$ cat src/rtl/clic_irq_arbiter.sv
// clic_irq_arbiter: shares one core-side CLIC interrupt handshake among N_TARGETS target channels,
// ranked by {effective mode, level}, with kill on withdrawal request or strict-rank preemption.
module clic_irq_arbiter #(
    parameter int N_TARGETS = 2,
    parameter int SrcWidth  = 8,
    parameter int PrioWidth = 8,
    parameter int ModeWidth = 2,
    parameter int VsidWidth = 6,
    localparam int TgtWidth = $clog2(N_TARGETS)
) (
    input  logic                                 clk_i,
    input  logic                                 rst_ni,
    input  logic [N_TARGETS-1:0]                 tgt_valid_i,
    output logic [N_TARGETS-1:0]                 tgt_ready_o,
    input  logic [N_TARGETS-1:0][SrcWidth-1:0]   tgt_id_i,
    input  logic [N_TARGETS-1:0][PrioWidth-1:0]  tgt_max_i,
    input  logic [N_TARGETS-1:0][ModeWidth-1:0]  tgt_mode_i,
    input  logic [N_TARGETS-1:0][VsidWidth-1:0]  tgt_vsid_i,
    input  logic [N_TARGETS-1:0]                 tgt_v_i,
    input  logic [N_TARGETS-1:0]                 tgt_shv_i,
    input  logic [N_TARGETS-1:0]                 tgt_kill_req_i,
    output logic [N_TARGETS-1:0]                 tgt_kill_ack_o,
    output logic                                 irq_valid_o,
    input  logic                                 irq_ready_i,
    output logic [SrcWidth-1:0]                  irq_id_o,
    output logic [PrioWidth-1:0]                 irq_max_o,
    output logic [ModeWidth-1:0]                 irq_mode_o,
    output logic [VsidWidth-1:0]                 irq_vsid_o,
    output logic                                 irq_v_o,
    output logic                                 irq_shv_o,
    output logic [TgtWidth-1:0]                  irq_tgt_o,
    output logic                                 irq_kill_req_o,
    input  logic                                 irq_kill_ack_i
);
    localparam int RankWidth = ModeWidth + PrioWidth;

    typedef enum logic [1:0] {IDLE, OFFER, KILL} state_e;

    state_e                             state_q, state_d;
    logic [TgtWidth-1:0]                sel_q, win;
    logic                               kill_src_q, kill_src_d;
    logic                               latch, preempt;
    logic [N_TARGETS-1:0][RankWidth-1:0] rank;
    logic [RankWidth-1:0]               win_rank, cur_rank;

    if (N_TARGETS < 2) begin : g_check
        $error("clic_irq_arbiter: N_TARGETS must be at least 2");
    end

    // Non-virtualized S is promoted above virtualized S so hypervisor-level requests win.
    function automatic logic [RankWidth-1:0] rank_of(input logic [ModeWidth-1:0] mode,
                                                     input logic v,
                                                     input logic [PrioWidth-1:0] prio);
        return {(mode == ModeWidth'(1) && !v) ? ModeWidth'(2) : mode, prio};
    endfunction

    always_comb begin
        for (int i = 0; i < N_TARGETS; i++) rank[i] = rank_of(tgt_mode_i[i], tgt_v_i[i], tgt_max_i[i]);
    end

    always_comb begin
        win      = '0;
        win_rank = rank[0];
        for (int i = 1; i < N_TARGETS; i++)
            if (tgt_valid_i[i] && (!tgt_valid_i[win] || rank[i] > win_rank)) begin
                win      = TgtWidth'(i);
                win_rank = rank[i];
            end
    end

    assign cur_rank = rank_of(irq_mode_o, irq_v_o, irq_max_o);

    always_comb begin
        preempt = 1'b0;
        for (int i = 0; i < N_TARGETS; i++)
            if (TgtWidth'(i) != sel_q && tgt_valid_i[i] && rank[i] > cur_rank) preempt = 1'b1;
    end

    // Valid follows the live request so a withdrawn level-sensitive interrupt is never accepted.
    assign irq_valid_o    = (state_q != IDLE) && tgt_valid_i[sel_q];
    assign irq_kill_req_o = (state_q == KILL);
    assign irq_tgt_o      = sel_q;

    always_comb begin
        state_d        = state_q;
        kill_src_d     = kill_src_q;
        latch          = 1'b0;
        tgt_ready_o    = '0;
        tgt_kill_ack_o = '0;
        case (state_q)
            IDLE: if (|tgt_valid_i) begin
                latch   = 1'b1;
                state_d = OFFER;
            end
            OFFER: if (irq_valid_o && irq_ready_i) begin
                tgt_ready_o[sel_q] = 1'b1;
                state_d            = IDLE;
            end else if (!tgt_valid_i[sel_q]) begin
                state_d = IDLE;
            end else if (tgt_kill_req_i[sel_q]) begin
                kill_src_d = 1'b1;
                state_d    = KILL;
            end else if (preempt) begin
                kill_src_d = 1'b0;
                state_d    = KILL;
            end
            KILL: if (irq_valid_o && irq_ready_i) begin
                tgt_ready_o[sel_q] = 1'b1;
                state_d            = IDLE;
            end else if (!tgt_valid_i[sel_q]) begin
                state_d = IDLE;
            end else if (irq_kill_ack_i) begin
                tgt_kill_ack_o[sel_q] = kill_src_q;
                state_d               = IDLE;
            end
            default: state_d = IDLE;
        endcase
    end

    always_ff @(posedge clk_i or negedge rst_ni) begin
        if (!rst_ni) begin
            state_q    <= IDLE;
            kill_src_q <= 1'b0;
            sel_q      <= '0;
            irq_id_o   <= '0;
            irq_max_o  <= '0;
            irq_mode_o <= '0;
            irq_vsid_o <= '0;
            irq_v_o    <= 1'b0;
            irq_shv_o  <= 1'b0;
        end else begin
            state_q    <= state_d;
            kill_src_q <= kill_src_d;
            if (latch) begin
                sel_q      <= win;
                irq_id_o   <= tgt_id_i[win];
                irq_max_o  <= tgt_max_i[win];
                irq_mode_o <= tgt_mode_i[win];
                irq_vsid_o <= tgt_vsid_i[win];
                irq_v_o    <= tgt_v_i[win];
                irq_shv_o  <= tgt_shv_i[win];
            end
        end
    end
endmodule

$ cat config.mk
export PLATFORM = sky130hd
export DESIGN_NAME = clic_irq_arbiter
export DESIGN_NICKNAME = d
export VERILOG_FILES = /design/src/rtl/clic_irq_arbiter.sv
export SDC_FILE = /design/constraint.sdc
export NUM_CORES = 1
export LEC_CHECK = 0
export BUFFER_PORTS_ARGS = -buffer_cell sky130_fd_sc_hd__buf_2
export CAP_MARGIN = 30
export CELL_PAD_IN_SITES_DETAIL_PLACEMENT = 1
export CELL_PAD_IN_SITES_GLOBAL_PLACEMENT = 2
export CORE_MARGIN = 2
export CORE_UTILIZATION = 25
export DETAILED_ROUTE_END_ITERATION = 12
export PLACE_DENSITY = 0.82
export SLEW_MARGIN = 20
export SYNTH_ARGS = -nofsm -noshare
export SYNTH_HDL_FRONTEND = slang
export SYNTH_SLANG_ARGS = --single-unit
export TNS_END_PERCENT = 100
$ cat constraint.sdc
create_clock -name clk_i -period 2 [get_ports clk_i]
set_input_delay 0.2 -clock clk_i [delete_from_list [all_inputs] [get_ports clk_i]]
set_output_delay 0.2 -clock clk_i [all_outputs]
set_load 0.01 [all_outputs]
Yosys cells after proc, flatten, opt, wreduce, memory -nomap -nowiden
Index checks and enable logic that the tools add are counted.
Widths: inputs -> output; s select.
{"block": "op_classes", "magnitude_cmp": 6, "n_eq_ne": 8, "mux": 43, "bitwise": 3, "n_reduce_logical": 23}
{"op": "$mux 2", "n": 19}
{"op": "$mux 8", "n": 4}
{"op": "$gt 10x10->1", "n": 3}
{"op": "$mux 1", "n": 16}
{"op": "$mux 6", "n": 2}
{"op": "$logic_and 1x1->1", "n": 11}
{"op": "$eq 2x1->1 const B", "n": 4}
{"op": "$pmux 2 s3", "n": 1}
{"op": "$ne 5x5->1 const B", "n": 1}
{"op": "$logic_not 1->1", "n": 4}
{"op": "$lt 1x2->1 const B", "n": 2}
{"op": "$ne 4x3->1 const B", "n": 1}
{"op": "$reduce_and 4->1", "n": 1}
{"op": "$reduce_bool 2->1", "n": 2}
{"op": "$reduce_or 2->1", "n": 2}
{"op": "$reduce_and 3->1", "n": 1}
{"op": "$and 2x2->2", "n": 1}
{"op": "$eq 2x2->1 const B", "n": 1}
{"op": "$logic_not 2->1", "n": 1}
{"op": "$ne 2x2->1 const B", "n": 1}
{"op": "$not 1->1", "n": 2}
{"op": "$demux 1 s1", "n": 1}
{"op": "$ge 1x1->1 const B", "n": 1}
{"op": "$logic_or 1x1->1", "n": 1}
{"block": "word_totals", "register_bits": 30, "inputBits": 60, "elab_cells": 92}

Depth between registers and ports, before layout
Gate-level depths: netlist of run 1.
{"block": "logic_depth", "ltp_word": 12, "mapped_depth": 10}

Worst setup path before layout of run 1
Ideal clock, no wire load.
{"block": "synth_path", "path_kind": "register -> register", "from": "reg irq_max_o[7]", "to": "reg state_q[0]", "setup_time_ns": 0.079, "arrival_time_ns": 1.927, "required_time_ns": 1.921, "slack_ns": -0.006, "stages_incl_launch_ff": 9, "n_path_buf": 0, "synth_period_minus_slack_ns": 2.006, "path_cell_list": "dfrtp_1 -> inv_1 -> ha_1 -> a21o_1 -> maj3_1 -> a21oi_1 -> a21boi_1 -> o31ai_1 -> mux2i_1"}
{"block": "synth_between", "elab_chain_len": 6, "elab_cells_between_ends": 8}
{"element": "start, declared", "line_no": "26", "rtl": "output logic [PrioWidth-1:0] irq_max_o,"}
{"element": "start signal, assigned", "line_no": "137", "rtl": "irq_max_o <= tgt_max_i[win];"}
{"element": "$gt 10x10->1", "line_no": "76", "rtl": "if (TgtWidth'(i) != sel_q && tgt_valid_i[i] && rank[i] > cur_rank) preempt = 1'b1;"}
{"element": "$logic_and 1x1->1", "line_no": "76"}
{"element": "$mux 1", "line_no": "76"}
{"element": "$mux 1 *", "line_no": "76"}
{"element": "$ne 5x5->1 (no source line) *"}
{"element": "$reduce_and 3->1 (no source line) *"}
{"element": "end signal, assigned", "line_no": "132", "rtl": "state_q <= state_d;"}
{"element": "end, declared", "line_no": "39", "rtl": "state_e state_q, state_d;"}
Every way passes the cells marked *; elsewhere a longest branch is shown, timed or not.
A chain may end at the register's enable or synchronous reset.

Worst setup path after layout of run 1
{"block": "layout_path", "from": "reg irq_v_o", "to": "reg kill_src_q"}
{"block": "layout_between", "elab_chain_len": 9, "elab_cells_between_ends": 11}
{"element": "start, declared", "line_no": "29", "rtl": "output logic irq_v_o,"}
{"element": "start signal, assigned", "line_no": "140", "rtl": "irq_v_o <= tgt_v_i[win];"}
{"element": "$logic_not 1->1 *", "line_no": "54", "rtl": "return {(mode == ModeWidth'(1) && !v) ? ModeWidth'(2) : mode, prio};"}
{"element": "$logic_and 1x1->1 *", "line_no": "54"}
{"element": "$mux 2 *", "line_no": "54"}
{"element": "$gt 10x10->1", "line_no": "76"}
{"element": "$logic_and 1x1->1", "line_no": "76"}
{"element": "$mux 1", "line_no": "76"}
{"element": "$mux 1 *", "line_no": "76"}
{"element": "$reduce_bool 2->1 (no source line) *"}
{"element": "$reduce_and 4->1 (no source line) *"}
{"element": "end signal, assigned", "line_no": "133", "rtl": "kill_src_q <= kill_src_d;"}
{"element": "end, declared", "line_no": "41", "rtl": "logic kill_src_q, kill_src_d;"}
Marked as above.

==> metrics, run 1 <==
die width 105 µm; maximum achievable frequency 470 MHz; final hold violation count 0; Post-Syn Instances 287; worst slack at placement -267 ps; Setup Crit Path Kind reg -> reg; CTS Sinks 30; via count 2,838; cell types with the largest area share after synthesis sky130_fd_sc_hd__dfrtp_1 30%, sky130_fd_sc_hd__ha_1 15%, sky130_fd_sc_hd__o221a_1 11%; number of diodes 0; nature of the critical path startpoint flop; Starting Density 0.259; crit share post-route 1.06; sequential share of the synthesized area 0.295; status finished with violations; Synth warnings 0; DRT antenna net count 0; min Tclk post-route 2130 ps; top cell type's share of synthesized area 0.295; aggregate global routing overflow 0; global-route met2 utilization 0.298; ys flop type sky130_fd_sc_hd__dfrtp_1; port bufs ~90; type of the most critical hold path in -> reg; Final Skew 10.5 ps; die boundary height approximately 100 µm; Synth area leader sky130_fd_sc_hd__dfrtp_1; clock latency on the worst-skew pair ~280 ps; relative slew slack 0.513; all-layer global routing usage 0.171; combined buffer and inverter count along the critical path 2; Initial DRC Count 82; drt first pass iters 4; vias in the first global route 3,107; Placed Cells incl. Taps 553; clock tree from TritonCTS done; share of flip-flops with an asynchronous set or reset 1.00; clock-pin slew on the worst setup and hold paths about 70 ps; global-route wire length before repair 15,200 µm; Residual DRC 0; fraction of met1 tracks used by global routing 0.208; crit-path leading delay family compound AO/OA/AOI/OAI gates; power per cell area 1190 nW/µm²; number of enable flip-flop cells after synthesis 0; standby leakage power 1.80 nW; Clock Tree Root sky130_fd_sc_hd__clkbuf_8; maximum root-to-sink buffer count 2; largest stage delay on the critical path approximately 400 ps; endpoint arrival time on the critical path 2320 ps; cell depth of the worst hold path 2; Pins Over Slew Limit 0; Required @ worst endpoint 2190 ps; post-synthesis area per instance 8.86 µm²; Worst Reg2Reg Path Length in Cells 10; Worst Max-Slew Pin Slew about 730 ps; floorplan die area 11,000 µm²; final cell count without fillers 561; largest net degree at the start of global routing 40; CP most frequent cell sky130_fd_sc_hd__buf_4; initial antenna violation count 0; Area growth, synth to finish 47.1%; Layout Cell Area excl Fill 3740 µm²; post-layout utilization of the core 0.381; RSZ-0062 raised after global routing yes; routed wire length a little over 9000 µm; Worst VDD drop 0.356 mV; fin nets roughly 520; fraction of layout cells with a size suffix above 1 0.421; routing usage on met3 0.0368; CTS HTree Levels 2; total standard cell area after synthesis 2540 µm²; critical path, cell by cell buf_4 > o21ai_4 > ha_4 > nand4_1 > o311ai_1 > nand2_1 > o31a_1 > buf_4 > o21bai_1 > o2bb2ai_1; Std-Cell Core Area 9820 µm²; most used routing layer in global routing met2; Stages on worst setup path 10; slowest cell on the critical path sky130_fd_sc_hd__dfrtp_1; TritonCTS Buffers 5; io pins 93; count of maximum capacitance violations 0; Final Total Pwr 4.45 mW; detail-routed net length per standard cell around 17 µm; worst-path fanout max 3; Placement Cell Area about 3500 µm²; critical path endpoint category flop; Final Setup Violations 3; number of distinct library cell variants in the gate-level netlist after synthesis between 40 and 50; post-DR vias/cell 5.06; Std-Cell Rows 36; reg-to-reg setup timing slack -130 ps; placer's final routability congestion estimate 0.858; Detail Placement HPWL 7360 µm; violated checks setup timing; # fillers 1,191; number of nets in the synthesized netlist approximately 380; final setup slack of the worst path -129 ps; synthesized flop and latch total 30
[timing repair]
action	CTS	global route
pin swaps	7	8
hold buffers	1	0
setup endpoints to repair	3	29
hold endpoints to repair	24	0
buffers inserted	0	0
gates resized for setup	11	13
[cell usage after synthesis, drive strengths merged (2+ instances only)]
cell / number
o21ai: 32
dfrtp: 30
ha: 30
nand2: 30
inv: 29
o221a: 25
o22ai: 19
nor2: 11
a21oi: 10
buf: 8
clkbuf: 8
o221ai: 7
nand4: 5
nand3: 4
a21boi: 3
a21o: 3
mux2i: 3
nor2b: 3
o311ai: 3
a211oi: 2
a311oi: 2
maj3: 2
nand2b: 2
nor3: 2
o21a: 2
[flip-flops by register name, summed over array words and instances, names as in the netlist]
register,flops
state_q,2
irq_id_o,8
irq_max_o,8
irq_shv_o,1
irq_v_o,1
irq_vsid_o,6
irq_mode_o,2
irq_tgt_o,1
kill_src_q,1
[metal layers]
layer  wire (µm)  share of wire
met4         198          0.021
met1        4160           0.45
met3         432          0.047
met5           0              0
met2        4480           0.48
[final timing paths]
kind | endpoint | startpoint
setup / recovery | kill_src_q$_DFFE_PN0P_ | irq_v_o$_DFFE_PN0P_
hold / removal | irq_vsid_o[0]$_DFFE_PN0P_ | tgt_vsid_i[0]
setup reg to reg | kill_src_q$_DFFE_PN0P_ | irq_v_o$_DFFE_PN0P_
hold reg to reg | irq_id_o[2]$_DFFE_PN0P_ | irq_id_o[2]$_DFFE_PN0P_
max in group asynchronous | irq_mode_o[0]$_DFFE_PN0P_ | rst_ni
min in group asynchronous | irq_id_o[1]$_DFFE_PN0P_ | rst_ni
[area by class of cell]
class	count	area, µm²	area share
clock inverters	1	5.00	0.00134
clock buffers	7	86.3	0.0231
repair buffers	149	916	0.245
well taps	133	166	0.0445
multi-input cells	212	1710	0.456
inverters	29	109	0.0291
flip-flops and latches	30	752	0.201
[per-stage QoR]
step / hold slack (ps) / setup TNS [ps]
6_report: 197 / -269
5_1_grt: 193 / -581
4_1_cts: 190 / -226
3_5_place_dp: 302 / -6620
3_3_place_gp: 293 / -5730
2_1_floorplan: -95.6 / 0
[cell usage in the layout, fill, tap and decap left out, types with 3 or more instances in the layout]
cell type	count
sky130_fd_sc_hd__nand3_1	3
sky130_fd_sc_hd__buf_4	54
sky130_fd_sc_hd__o221a_1	25
sky130_fd_sc_hd__inv_1	29
sky130_fd_sc_hd__nor2_1	9
sky130_fd_sc_hd__o22ai_1	19
sky130_fd_sc_hd__dfrtp_1	29
sky130_fd_sc_hd__nor2b_1	3
sky130_fd_sc_hd__a21oi_1	4
sky130_fd_sc_hd__o21ai_0	26
sky130_fd_sc_hd__clkbuf_8	6
sky130_fd_sc_hd__nand2_1	30
sky130_fd_sc_hd__mux2i_1	3
sky130_fd_sc_hd__nand4_1	5
sky130_fd_sc_hd__ha_1	27
sky130_fd_sc_hd__a21oi_2	6
sky130_fd_sc_hd__o21ai_2	3
sky130_fd_sc_hd__a21o_1	3
sky130_fd_sc_hd__buf_2	92
sky130_fd_sc_hd__o221ai_1	7
[cell families (layout without fill, tap and decap cells)]
group	after synthesis	after routing	synth area share
adder cells (fa/ha/maj)	32	32	0.156
buffers and inverters	45	186	0.0822
multiplexers	3	3	0.0118
flip-flops	30	30	0.295
XOR/XNOR	1	1	0.00345
AO/OA/AOI/OAI	116	116	0.344
AND/OR/NAND/NOR	60	60	0.107
[report_power, final]
group	internal, mW	total (mW)	switching, mW	leakage [nW]
registers	0.906	1.12	0.210	0.368
logic	1.36	2.82	1.46	1.38
clock network	0.277	0.516	0.239	0.0482
total	2.55	4.45	1.90	1.80
Power figures use the tool's default switching activity.
==> run 2: changes to the inputs <==
==> constraint.sdc (replaced) <==
create_clock -name clk_i -period 2 [get_ports clk_i]
set_input_delay 0.1 -clock clk_i [delete_from_list [all_inputs] [get_ports clk_i]]
set_output_delay 0.1 -clock clk_i [all_outputs]
set_load 0.01 [all_outputs]
==> metrics, run 2 (same netlist as run 1, synthesis figures left out) <==
status finished with violations; violated checks setup timing; crit share post-route 1.07; largest stage delay on the critical path 380 ps; Clock Tree Root sky130_fd_sc_hd__clkbuf_8; clock tree from TritonCTS done; Starting Density 0.259; power share of the combinational group 0.647; port bufs 92; largest net degree at the start of global routing 40; CTS HTree Levels 2; Final Setup Violations 3; relative slew slack 0.505; maximum root-to-sink buffer count 2; io pins 93; type of the most critical hold path in -> reg; Initial DRC Count 74; final cell count without fillers 555; highest-count cells in the layout ignoring fill and taps 92 x sky130_fd_sc_hd__buf_2, 48 x sky130_fd_sc_hd__buf_4, 30 x sky130_fd_sc_hd__nand2_1, 30 x sky130_fd_sc_hd__dfrtp_1; register area approximately 750 µm²; final setup TNS -383 ps; worst slack at placement -216 ps; number of diodes 0; design internal power ~2.5 mW; aggregate global routing overflow 0; routed wire length 9720 µm; clock group share of total power 0.107; clock-pin slew on the worst setup and hold paths 70 ps; Area growth, synth to finish 44.7%; combined buffer and inverter count along the critical path 2; final hold violation count 0; crit-path leading delay family compound AO/OA/AOI/OAI gates; DRT antenna net count 0; Worst Max-Slew Pin Slew 742 ps; min Tclk post-route 2140 ps; worst-path fanout max 2; all-layer global routing usage 0.175; critical path endpoint category flop; fraction of layout cells with a size suffix above 1 0.400; initial antenna violation count 0; fin nets around 500; power per cell area 1210 nW/µm²; drt first pass iters 4; nature of the critical path startpoint flop; vias in the first global route 3,108; floorplan die area 11,000 µm²; count of maximum capacitance violations 0; die boundary height 105 µm; TritonCTS Buffers 5; Final Skew 5.31 ps; Required @ worst endpoint 2200 ps; post-layout utilization of the core 0.375; Std-Cell Rows 36; endpoint arrival time on the critical path 2340 ps; Worst VDD drop 0.396 mV; standby leakage power 1.77 nW; post-DR vias/cell 5.13; Pins Over Slew Limit 0; maximum achievable frequency between 400 and 500 MHz; power share of the sequential group 0.246; sw power 1.94 mW; CTS Sinks 30; Placed Cells incl. Taps roughly 550; clock latency on the worst-skew pair 290 ps; global-route wire length before repair about 16,000 µm; RSZ-0062 raised after global routing yes; footprint of the multi-input gates around 1700 µm²; Residual DRC 0; placer's final routability congestion estimate 0.824; largest registers irq_id_o (8), irq_max_o (8), irq_vsid_o (6); final setup slack of the worst path -141 ps; most common cell after layout, fill and taps aside sky130_fd_sc_hd__buf_2; die width approximately 100 µm; Detail Placement HPWL ~7400 µm; Std-Cell Core Area 9820 µm²; via count 2,849; detail-routed net length per standard cell 17.5 µm; Final Total Pwr 4.47 mW; slowest cell on the critical path sky130_fd_sc_hd__dfrtp_1; Setup Crit Path Kind reg -> reg; Sw Share 0.433; critical path, cell by cell inv_1 > buf_4 > ha_1 > nand4_1 > o311ai_1 > nand2_1 > o31a_1 > o31ai_4 > mux2i_1; # fillers 1,201
-- run 2: path summary, 6_finish.rpt --
kind | startpoint | end | slack (ps) | cells after the start
max reg2reg | irq_max_o[4]$_DFFE_PN0P_ | state_q[0]$_DFFE_PN0P_ | -140 | 9
min reg2reg | kill_src_q$_DFFE_PN0P_ | kill_src_q$_DFFE_PN0P_ | 530 | 1
min | tgt_id_i[5] | irq_id_o[5]$_DFFE_PN0P_ | 100 | 2
max | irq_max_o[4]$_DFFE_PN0P_ | state_q[0]$_DFFE_PN0P_ | -140 | 9
min in group asynchronous | rst_ni | irq_vsid_o[2]$_DFFE_PN0P_ | 410 | 2
max in group asynchronous | rst_ni | irq_tgt_o$_DFFE_PN0P_ | 1110 | 2
-- run 2: area by class of cell --
class | instances | area share
clock buffers | 7 | 0.0207
inverters | 29 | 0.0296
multi-input cells | 212 | 0.458
flip-flops and latches | 30 | 0.204
well taps | 133 | 0.0452
repair buffers | 144 | 0.242
-- run 2: worst register-to-register path: cells and delay by family (launching register included) --
family	cells	cell delay, ps
and+or+nand+nor	2	280
adders and majority gates	1	280
buffers and inverters	2	210
muxes	1	230
DFF	1	380
AOI/OAI and AO/OA	3	680
-- run 2: routing by layer --
metal / vias up / global-route usage / wire length (µm) / share of wire
li1: 1368 / - / - / -
met2: 77 / 0.308 / 4860 / 0.50
met3: 12 / 0.0337 / 423 / 0.044
met5: - / 0 / 0 / 0
met1: 1392 / 0.216 / 4290 / 0.44
met4: 0 / 0.0543 / 148 / 0.015
-- run 2: what timing repair did --
action	CTS	global route
hold buffers	1	0
pin swaps	12	4
endpoints found under the setup margin	3	3
hold endpoints to repair	30	0
resized for setup	17	3
setup buffers	2	1
-- run 2: power by group through the flow --
stage / sequential, mW / combinational, mW / clock, mW
after floorplan: 1.20 / 1.41 / 0
after global placement: 1.09 / 2.55 / 0
after detailed placement: 1.10 / 2.67 / 0
after CTS: 1.10 / 2.83 / 0.496
after global routing: 1.14 / 3.19 / 0.525
final: 1.10 / 2.89 / 0.476
-- run 2: per-stage QoR --
stage / instance area, µm² / hold slack [ps]
floorplan: 2550 / -196
global placement: 3490 / 198
detailed placement: 3490 / 219
CTS: 3650 / 85.4
global route: 3680 / 93.7
finish: 3680 / 98.0
==> run 3: changes to the inputs <==
--- a/config.mk
+++ b/config.mk
@@ -12,7 +12,7 @@
 export CORE_MARGIN = 2
 export CORE_UTILIZATION = 25
 export DETAILED_ROUTE_END_ITERATION = 12
-export PLACE_DENSITY = 0.82
+export PLACE_DENSITY = 0.79
 export SLEW_MARGIN = 20
 export SYNTH_ARGS = -nofsm -noshare
 export SYNTH_HDL_FRONTEND = slang
==> constraint.sdc (replaced) <==
create_clock -name clk_i -period 2.5 [get_ports clk_i]
set_input_delay 0.125 -clock clk_i [delete_from_list [all_inputs] [get_ports clk_i]]
set_output_delay 0.125 -clock clk_i [all_outputs]
set_load 0.01 [all_outputs]
==> metrics, run 3 (same netlist as run 1, synthesis figures left out) <==
status finished clean; Pins Over Slew Limit 0; Starting Density 0.259; final setup slack of the worst path 196 ps; Detail Placement HPWL 6470 µm; worst-path fanout max 4; Worst Max-Slew Pin Slew ~740 ps; drt first pass iters 4; startpoint of the worst-slack reg-to-reg timing path irq_mode_o[1]$_DFFE_PN0P_; crit share post-route 0.922; worst hold slack 128 ps; maximum achievable frequency 434 MHz; Residual DRC 0; die width 105 µm; Worst Reg2Reg Path Length in Cells 8; endpoint of the most critical register-to-register path state_q[0]$_DFFE_PN0P_; clock group share of total power 0.121; type of the most critical hold path in -> reg; aggregate global routing overflow 0; Area growth, synth to finish 28.1%; largest registers irq_id_o (8), irq_max_o (8), irq_vsid_o (6); final setup TNS 0 ps; Clock Tree Root sky130_fd_sc_hd__clkbuf_8; fraction of layout cells with a size suffix above 1 0.296; io pins 93; initial antenna violation count 0; number of buffers added for setup after CTS 0; Std-Cell Rows 36; number of diodes 0; DRT antenna net count 0; Std-Cell Core Area 9820 µm²; TritonCTS Buffers 5; Required @ worst endpoint 2700 ps; final hold violation count 0; Worst VDD drop 0.322 mV; post-layout utilization of the core 0.332; reg-to-reg setup timing slack between 150 and 200 ps; Final Skew around 6.4 ps; relative slew slack 0.508; sw power about 1.4 mW; cell depth of the worst hold path 2; Initial DRC Count 57; power share of the combinational group 0.598; post-DR vias/cell around 5.1; RSZ-0062 raised after global routing no; Sw Share 0.438; via count 2,620; critical path endpoint category flop; standby leakage power 1.55 nW; largest stage delay on the critical path 420 ps; power share of the sequential group 0.281; combined buffer and inverter count along the critical path 0; detail-routed net length per standard cell around 16 µm; hold_sp tgt_vsid_i[0]; worst slack at placement 203 ps; Stages on worst setup path 8; slowest cell on the critical path sky130_fd_sc_hd__dfrtp_1; CTS Sinks 30; port bufs a little over 90; Setup Crit Path Kind reg -> reg; most common cell after layout, fill and taps aside sky130_fd_sc_hd__buf_2; min Tclk post-route 2300 ps; hold worst-path end irq_vsid_o[0]$_DFFE_PN0P_; largest net degree at the start of global routing 40; die boundary height ~100 µm; fin nets roughly 470; all-layer global routing usage 0.157; critical path, cell by cell o21ai_1 > ha_1 > nand4_1 > o311ai_0 > nand2_1 > o31a_1 > o31ai_1 > mux2i_1; count of maximum capacitance violations 0; design internal power roughly 1.7 mW; placer's final routability congestion estimate 0.806; number of hold buffers added after cts 1; floorplan die area 11,000 µm²; CTS-repair resized insts 0; nature of the critical path startpoint flop; crit-path leading delay family compound AO/OA/AOI/OAI gates; highest-count cells in the layout ignoring fill and taps 92 x sky130_fd_sc_hd__buf_2, 30 x sky130_fd_sc_hd__nand2_1, 30 x sky130_fd_sc_hd__ha_1, 30 x sky130_fd_sc_hd__dfrtp_1, 29 x sky130_fd_sc_hd__inv_1; clock tree from TritonCTS done; routed wire length slightly above 8000 µm; CTS HTree Levels 2; Final Setup Violations 0; clock latency on the worst-skew pair 280 ps; clock-pin slew on the worst setup and hold paths roughly 70 ps; maximum root-to-sink buffer count 2; vias in the first global route roughly 2.8k; power per cell area 950 nW/µm²; global-route wire length before repair 14,100 µm; endpoint arrival time on the critical path 2500 ps
-- run 3: cell types whose count changed in the layout (fill, tap and decap cells not counted), moves of 2 or more --
cell	previous run	this run
sky130_fd_sc_hd__o311ai_0	0	3
sky130_fd_sc_hd__buf_4	48	4
sky130_fd_sc_hd__a21oi_1	7	10
sky130_fd_sc_hd__a21oi_2	3	0
sky130_fd_sc_hd__o311ai_2	2	0
sky130_fd_sc_hd__clkinv_2	0	2
sky130_fd_sc_hd__clkbuf_1	2	0
sky130_fd_sc_hd__ha_4	2	0
sky130_fd_sc_hd__ha_1	28	30
sky130_fd_sc_hd__o21ai_2	4	2
-- run 3: area by class of cell --
cell class	instances	area, µm²
well taps	133	166
flip-flops and latches	30	751
clock buffers	5	68.8
multi-input cells	212	1590
clock inverters	2	10.0
inverters	29	109
repair buffers	100	561
fillers	1225	6560
-- run 3: routing by layer --
metal	global-route usage	routed length [µm]	vias up
met1	0.207	3970	1272
li1	-	-	1279
met4	0.0343	70	0
met3	0.0250	320	4
met5	0	0	-
met2	0.269	3940	65
-- run 3: power by group through the flow --
stage,clock [mW],combinational (mW),sequential [mW]
3_5_place_dp,0,1.86,0.876
3_3_place_gp,0,1.80,0.876
6_report,0.375,1.85,0.869
4_1_cts,0.394,1.87,0.873
5_1_grt,0.408,2.09,0.900
2_1_floorplan,0,1.12,0.958
-- run 3: worst max path at each step --
stage                                         start                     end  slack, ps
final                     irq_mode_o[1]$_DFFE_PN0P_  state_q[0]$_DFFE_PN0P_        200
after global placement    irq_mode_o[1]$_DFFE_PN0P_  state_q[0]$_DFFE_PN0P_        250
after floorplan            irq_max_o[7]$_DFFE_PN0P_  state_q[0]$_DFFE_PN0P_        490
after CTS                 irq_mode_o[1]$_DFFE_PN0P_  state_q[0]$_DFFE_PN0P_        170
after global routing      irq_mode_o[1]$_DFFE_PN0P_  state_q[0]$_DFFE_PN0P_         10
after detailed placement  irq_mode_o[1]$_DFFE_PN0P_  state_q[0]$_DFFE_PN0P_        200
-- run 3: per-stage QoR --
| stage | area (µm²) | std cells | power [mW] |
|---|---|---|---|
| detailed placement | 3170 | 503 | 2.74 |
| finish | 3260 | 511 | 3.09 |
| global placement | 3170 | 503 | 2.68 |
| floorplan | 2540 | 287 | 2.08 |
| CTS | 3260 | 511 | 3.14 |
| global route | 3260 | 511 | 3.40 |
